File: src/rtl/spi_crc_master_mc.sv
// rtl/spi_crc_master_mc.sv - multi-slave full-duplex SPI master with CRC on MOSI and CRC check on MISO
//
// Purpose:
//   Shifts a DATA_W-bit payload followed by its CRC_W-bit CRC out on mosi
//   (SPI mode 0, MSB-first) to one of NUM_CS slaves.  In the same frame it
//   receives DATA_W payload bits plus CRC_W CRC bits on miso and flags any
//   mismatch against the CRC it computes over the received payload.
//
// Ports:
//   clk         system clock, rising edge
//   rst         asynchronous active-low reset
//   newd        start request, only honoured in IDLE
//   din         transmit payload, latched on an accepted newd
//   sel         target slave index, latched on an accepted newd
//   miso        serial data from the slaves
//   crc_inject  (SPI_CRC_INJECT_EN only) invert bit 0 of the transmitted CRC
//   sclk        SPI clock, idle low
//   cs_n        active-low chip selects, at most one low
//   mosi        serial data to the slaves
//   busy        high whenever the FSM is not IDLE
//   done        one-cycle pulse in the final frame cycle
//   rx_data     received payload, valid with done
//   rx_crc_err  received CRC mismatch, valid with done, held until next done
//   sel_err     one-cycle pulse when newd is rejected for sel >= NUM_CS
//
// Optional feature macro: SPI_CRC_INJECT_EN

module spi_crc_master_mc #(
  parameter int               DATA_W   = 8,
  parameter int               CRC_W    = 8,
  parameter logic [CRC_W-1:0] CRC_POLY = 'h07,
  parameter logic [CRC_W-1:0] CRC_INIT = '0,
  parameter int               CLK_DIV  = 4,
  parameter int               NUM_CS   = 3,
  parameter int               SEL_W    = 2
) (
  input  logic              clk,
  input  logic              rst,
  input  logic              newd,
  input  logic [DATA_W-1:0] din,
  input  logic [SEL_W-1:0]  sel,
  input  logic              miso,
`ifdef SPI_CRC_INJECT_EN
  input  logic              crc_inject,
`endif
  output logic              sclk,
  output logic [NUM_CS-1:0] cs_n,
  output logic              mosi,
  output logic              busy,
  output logic              done,
  output logic [DATA_W-1:0] rx_data,
  output logic              rx_crc_err,
  output logic              sel_err
);

  localparam int NBITS = DATA_W + CRC_W;
  localparam int CNT_W = $clog2(CLK_DIV + 1);
  localparam int BIT_W = $clog2(NBITS + 1);

  localparam logic [CNT_W-1:0] DIV_LAST  = CNT_W'(CLK_DIV - 1);
  localparam logic [BIT_W-1:0] DATA_BITS = BIT_W'(DATA_W);
  localparam logic [BIT_W-1:0] LAST_PAY  = BIT_W'(DATA_W - 1);
  localparam logic [BIT_W-1:0] ALL_BITS  = BIT_W'(NBITS);

  typedef enum logic [2:0] {
    S_IDLE,
    S_SETUP,
    S_SHIFT,
    S_HOLD,
    S_DONE
  } state_t;

  state_t state, state_nxt;

  logic [CNT_W-1:0]  div_cnt;
  logic              sclk_hi;
  logic [BIT_W-1:0]  bit_cnt;
  logic [DATA_W-1:0] tx_sh;
  logic [DATA_W-1:0] rx_sh;
  logic [CRC_W-1:0]  tx_crc;
  logic [CRC_W-1:0]  rx_crc;
  logic [CRC_W-1:0]  rx_crc_in;
  logic [SEL_W-1:0]  sel_q;
  logic              inject_q;

  logic div_end;
  logic sel_ok;
  logic accept;
  logic rise_evt;
  logic fall_evt;
  logic frame_act;

  // Serial CRC step: MSB-first, no reflection, no final XOR.
  function automatic logic [CRC_W-1:0] crc_step(input logic [CRC_W-1:0] c, input logic b);
    logic fb;
    fb = c[CRC_W-1] ^ b;
    return {c[CRC_W-2:0], 1'b0} ^ (fb ? CRC_POLY : '0);
  endfunction

  assign div_end = (div_cnt == DIV_LAST);
  assign sel_ok  = (int'(sel) < NUM_CS);

  always_ff @(posedge clk or negedge rst) begin
    if (!rst) state <= S_IDLE;
    else      state <= state_nxt;
  end

  // Each SHIFT bit is a high half (entered on the rising-edge event) then a
  // low half; the low half of the last bit runs out in SHIFT before HOLD so
  // every bit gets a full sclk period.
  always_comb begin
    state_nxt = state;
    accept    = 1'b0;
    rise_evt  = 1'b0;
    fall_evt  = 1'b0;
    case (state)
      S_IDLE: begin
        if (newd && sel_ok) begin
          accept    = 1'b1;
          state_nxt = S_SETUP;
        end
      end
      S_SETUP: begin
        if (div_end) begin
          rise_evt  = 1'b1;
          state_nxt = S_SHIFT;
        end
      end
      S_SHIFT: begin
        if (div_end) begin
          if (sclk_hi)                    fall_evt  = 1'b1;
          else if (bit_cnt == ALL_BITS)   state_nxt = S_HOLD;
          else                            rise_evt  = 1'b1;
        end
      end
      S_HOLD: begin
        if (div_end) state_nxt = S_DONE;
      end
      S_DONE:  state_nxt = S_IDLE;
      default: state_nxt = S_IDLE;
    endcase
  end

  assign frame_act = (state == S_SETUP) || (state == S_SHIFT) || (state == S_HOLD);
  assign busy      = (state != S_IDLE);
  assign done      = (state == S_DONE);
  assign sclk      = (state == S_SHIFT) && sclk_hi;
  assign cs_n      = frame_act ? ~(NUM_CS'(1) << sel_q) : '1;
  // Payload bits come from tx_sh, then the (already final) CRC shifts out.
  assign mosi      = frame_act && ((bit_cnt < DATA_BITS) ? tx_sh[DATA_W-1] : tx_crc[CRC_W-1]);

  always_ff @(posedge clk or negedge rst) begin
    if (!rst) begin
      div_cnt    <= '0;
      sclk_hi    <= 1'b0;
      bit_cnt    <= '0;
      tx_sh      <= '0;
      rx_sh      <= '0;
      tx_crc     <= '0;
      rx_crc     <= '0;
      rx_crc_in  <= '0;
      sel_q      <= '0;
      inject_q   <= 1'b0;
      rx_data    <= '0;
      rx_crc_err <= 1'b0;
      sel_err    <= 1'b0;
    end else begin
      sel_err <= (state == S_IDLE) && newd && !sel_ok;

      if (state == S_IDLE || state == S_DONE || div_end) div_cnt <= '0;
      else                                                div_cnt <= div_cnt + 1'b1;

      if (accept) begin
        tx_sh    <= din;
        sel_q    <= sel;
        tx_crc   <= CRC_INIT;
        rx_crc   <= CRC_INIT;
        bit_cnt  <= '0;
        sclk_hi  <= 1'b0;
`ifdef SPI_CRC_INJECT_EN
        inject_q <= crc_inject;
`else
        inject_q <= 1'b0;
`endif
      end

      if (rise_evt) begin
        sclk_hi <= 1'b1;
        if (bit_cnt < DATA_BITS) begin
          rx_sh  <= {rx_sh[DATA_W-2:0], miso};
          rx_crc <= crc_step(rx_crc, miso);
        end else begin
          rx_crc_in <= {rx_crc_in[CRC_W-2:0], miso};
        end
      end

      if (fall_evt) begin
        sclk_hi <= 1'b0;
        bit_cnt <= bit_cnt + 1'b1;
        if (bit_cnt < DATA_BITS) begin
          tx_sh  <= {tx_sh[DATA_W-2:0], 1'b0};
          // The optional corruption is folded in as the CRC is finalised.
          tx_crc <= crc_step(tx_crc, tx_sh[DATA_W-1])
                    ^ {{(CRC_W-1){1'b0}}, inject_q && (bit_cnt == LAST_PAY)};
        end else begin
          tx_crc <= {tx_crc[CRC_W-2:0], 1'b0};
        end
      end

      if (state == S_HOLD && div_end) begin
        rx_data    <= rx_sh;
        rx_crc_err <= (rx_crc_in != rx_crc);
      end
    end
  end

endmodule

File: config.mk
export PLATFORM = sky130hd
export DESIGN_NAME = spi_crc_master_mc
export DESIGN_NICKNAME = d
export VERILOG_FILES = /design/src/rtl/spi_crc_master_mc.sv
export SDC_FILE = /design/constraint.sdc
export NUM_CORES = 1
export LEC_CHECK = 0
export ABC_AREA = 1
export BUFFER_PORTS_ARGS = -buffer_cell sky130_fd_sc_hd__buf_4
export CAP_MARGIN = 20
export CORE_AREA = 5 5 75 104
export DETAILED_ROUTE_END_ITERATION = 8
export DIE_AREA = 0 0 80 109
export PLACE_DENSITY = 0.73
export SLEW_MARGIN = 40
export SYNTH_ARGS = -nofsm -noshare
export SYNTH_HDL_FRONTEND = slang
export SYNTH_SLANG_ARGS = --single-unit
File: constraint.sdc
create_clock -name clk -period 1.7 [get_ports clk]
set_input_delay 0.085 -clock clk [delete_from_list [all_inputs] [get_ports clk]]
set_output_delay 0.085 -clock clk [all_outputs]
set_load 0.05 [all_outputs]
==> Implementation_results.wiki <==
{| class="wikitable"
! Metric !! Value
|-
| Result of the run || finished clean
|-
| Max frequency || 623 MHz
|-
| Fraction of layout cells with a size suffix above 1 || 0.199
|-
| Root buf cell || clkbuf_8
|-
| Most common library cell in the layout ignoring fill and taps || nand2_1
|-
| Wire length per cell after detailed routing || 12.1 um
|-
| Cell with the largest stage delay on the worst path || dfrtp_2
|-
| Source of the critical timing path || state[1]
|-
| GRT Util Overall || 0.170
|-
| Warnings, synthesis || 0
|-
| Yosys top cell by area || dfrtp_1
|-
| Arrival @ worst endpoint || 1.52 ns
|-
| Delay-heaviest family, CP || flip-flops
|-
| Critical R2R Capture || sclk_hi
|-
| Clock edge transition at the registers on the reported setup and hold paths || 0.07 ns
|-
| Fin Hold WS || 0.0396 ns
|-
| Sinks on the clock net || 64
|-
| Largest fanout of any net on the critical path || 3
|-
| R2R cell count || 5
|-
| Delay of the slowest cell on the worst path || 0.37 ns
|-
| Min Tclk post-route || 1.61 ns
|-
| Detailed Route WL || 6610 um
|-
| Post-detailed-placement half-perimeter wirelength || 4780 um
|-
| Count of buffering cells on the critical path with inverters included || 3
|-
| Post-route fraction of the period consumed by the critical path || 0.944
|-
| Reported max-cap violation count || 0
|-
| Worst IR Drop VDD || 0.939 mV
|-
| Horizontal extent of the die || 80 um
|-
| Power density of the placed cells || 1440 nW/um^2
|-
| Count of TritonRoute iterations in the first routing pass || 4
|-
| Number of fill cells || 623
|-
| Cell types with the largest area share after synthesis || dfrtp_1 49%, nand2_1 19%, inv_1 4.6%, nand4_1 3.4%, nor2_1 2.7%
|-
| Setup violators final || 0
|-
| Cell area after synthesis || 3280 um^2
|-
| Synthesized instance count || 403
|-
| Min-delay worst type || in2reg
|-
| Area of the core || 6850 um^2
|-
| Worst path required time || 1.62 ns
|-
| Drt first-iter violations || 134
|-
| Number of vias per cell || 4.84
|-
| Non-filler cells in the finished layout || 547
|-
| Number of vias after detailed routing || 2645
|-
| Remaining global-route overflow || 0
|-
| Placed Cells || 525
|-
| GP Congestion || 0.842
|-
| Leak pwr || 2.04 nW
|-
| Sequential-to-total area share from yosys stat || 0.488
|-
| Highest-count cells in the layout ignoring fill and taps || 164 x nand2_1, 62 x dfrtp_1, 39 x inv_1
|-
| Critical path launch point type || register
|-
| Critical path class || reg2out
|-
| FF+latch count, synth || 64
|-
| Depth of the critical timing path with buffers and inverters included || 7
|-
| RSZ-0062 raised after global routing || no
|-
| Total Nets Final || 465
|-
| Total inserted antenna cells || 0
|-
| List of cells traversed by the critical path || inv_1, nand2_1, inv_1, nor2_2, o21ai_1, a21oi_2, buf_6
|-
| Slew of the pin with the lowest slew margin || 0.440 ns
|-
| R2r startpoint || div_cnt[0]
|-
| Post-synthesis average cell area || 8.15 um^2
|-
| Vias in the first global route || 2552
|-
| Pins over their slew limit || 0
|-
| Number of antenna violations at the first check in global routing || 0
|-
| Setup_tns || 0 ns
|-
| Initial cell density of the core || 0.480
|-
| Area enclosed by the die boundary || 8720 um^2
|-
| Count of boundary I/O pins || 31
|-
| Largest net degree at the start of global routing || 34
|-
| Number of unique standard cell types used by synthesis || 31
|-
| Port buffer count || 30
|-
| Hold violation total from the final report || 0
|-
| Total clock buffers created by CTS || 9
|-
| Count of standard-cell rows || 36
|-
| Setup slack of the worst register-to-register path || 0.09 ns
|-
| Worst Skew || 0.00919 ns
|-
| Post-Syn Nets || 421
|-
| Clock tree from TritonCTS || yes
|-
| Yosys top cell area share || 0.488
|-
| H-Tree Depth || 3
|-
| Max Buffers Root-to-Sink || 2
|-
| Area overhead of the layout relative to synthesis || 18.8%
|-
| Final Util || 0.570
|-
| Crit end category || primary output
|-
| Clock latency reported for the late side of the worst-skew pair || 0.34 ns
|-
| First-pass GRT wire length || 11400 um
|-
| Detail Route Antenna Nets || 0
|-
| Die extent in y || 109 um
|-
| Headroom to the max-slew limit || 0.706
|-
| Critical Path Most Common Cell || inv_1
|-
| Last element of the critical path || mosi
|-
| DRC viols || 0
|}
==> layer usage <==
layer	vias up	global-route usage	share of wire
li1	1353	-	-
met1	1229	0.204	0.44
met2	48	0.283	0.50
met3	15	0.0314	0.036
met4	0	0.0966	0.024
met5	-	0	0
==> cell families (layout without fill, tap and decap cells) <==
family                   count (synthesis)  in the layout  synth area share
AND/OR/NAND/NOR                        239            239             0.333
flip-flops                              64             64             0.488
buffers and inverters                   57            106            0.0849
AO/OA/AOI/OAI                           29             29            0.0530
XOR/XNOR                                10             10            0.0267
adder cells (fa/ha/maj)                  4              4            0.0152
==> layout make-up <==
class / instances / area (um^2) / share of cell area
tap: 95 / 119 / 0.0305
clock buffer: 13 / 149 / 0.0382
inverter: 46 / 186 / 0.0478
clock inverter: 3 / 65.1 / 0.0167
multi-input combinational: 282 / 1420 / 0.364
sequential: 64 / 1600 / 0.411
timing repair buffer: 44 / 357 / 0.0914
==> registers in the layout (all words and copies together), names as in the netlist <==
register,flops
rx_crc,8
rx_sh,8
sel_q,2
sel_err,1
div_cnt,3
rx_data,8
sclk_hi,1
tx_sh,8
state,3
rx_crc_err,1
rx_crc_in,8
bit_cnt,5
tx_crc,8
==> power by group <==
group / total [W] / switching (W) / leakage (nW) / internal [W]
registers: 0.00202 / 0.000188 / 0.854 / 0.00184
logic: 0.00217 / 0.00146 / 1.08 / 0.000711
clock network: 0.00143 / 0.000564 / 0.108 / 0.000866
total: 0.00562 / 0.00221 / 2.04 / 0.00341
==> synth_stat cells <==
| cell | instances |
|---|---|
| o21ai_2 | 5 |
| o22ai_1 | 8 |
| xnor2_1 | 8 |
| nand2_1 | 164 |
| dfrtp_1 | 64 |
| inv_2 | 2 |
| inv_4 | 2 |
| o21ai_1 | 2 |
| xor2_1 | 2 |
| nand2_4 | 3 |
| o21ai_0 | 13 |
| nor2_4 | 3 |
| inv_6 | 1 |
| ha_1 | 4 |
| nor3_2 | 1 |
| buf_6 | 5 |
| nand2_8 | 1 |
| inv_1 | 40 |
| or2_2 | 1 |
| a21oi_1 | 1 |
| nand3_2 | 2 |
| nand2_2 | 5 |
| nand3_1 | 13 |
| nand4_1 | 18 |
| buf_2 | 5 |
| nor2_1 | 24 |
| nor2_2 | 1 |
| buf_8 | 1 |
| clkinv_1 | 1 |
| nand3_4 | 2 |
| nand4_2 | 1 |
==> how the worst min path moves through the flow <==
stage | start | to | slack, ns | cells after the start
final | din[0] | tx_sh[0] | 0.04 | 3
after global routing | din[1] | tx_sh[1] | 0.06 | 5
after CTS | miso | rx_sh[0] | 0.02 | 3
after detailed placement | rst | rx_data[1] | 0.06 | 1
after global placement | rst | rx_sh[3] | 0.06 | 1
after floorplan | rst | bit_cnt[0] | -0.21 | 0
==> through the flow <==
step / total power (W) / cell area, um^2 / worst slack (ns)
CTS: 0.00563 / 3890 / 0.0449
global placement: 0.00408 / 3610 / 0.144
detailed placement: 0.00413 / 3610 / 0.0876
global route: 0.00603 / 3900 / 0.00874
finish: 0.00562 / 3900 / 0.0950
floorplan: 0.00365 / 3290 / 0.105
==> worst reg2reg max path, cell delays in order, from the launching register on <==
cell and delay, ns:
dfrtp_1 0.39, ha_1 0.20, ha_1 0.27, nand2_4 0.20
nand2_2 0.20, o21ai_0 0.25
==> timing repair <==
item	in CTS	in global routing
hold endpoints to repair	35	0
buffers inserted	2	0
cloned	0	0
endpoints found under the setup margin	4	6
gates resized for setup	5	4
hold buffers	4	0
pin swaps	0	0
(Power assumes the default switching activity.)
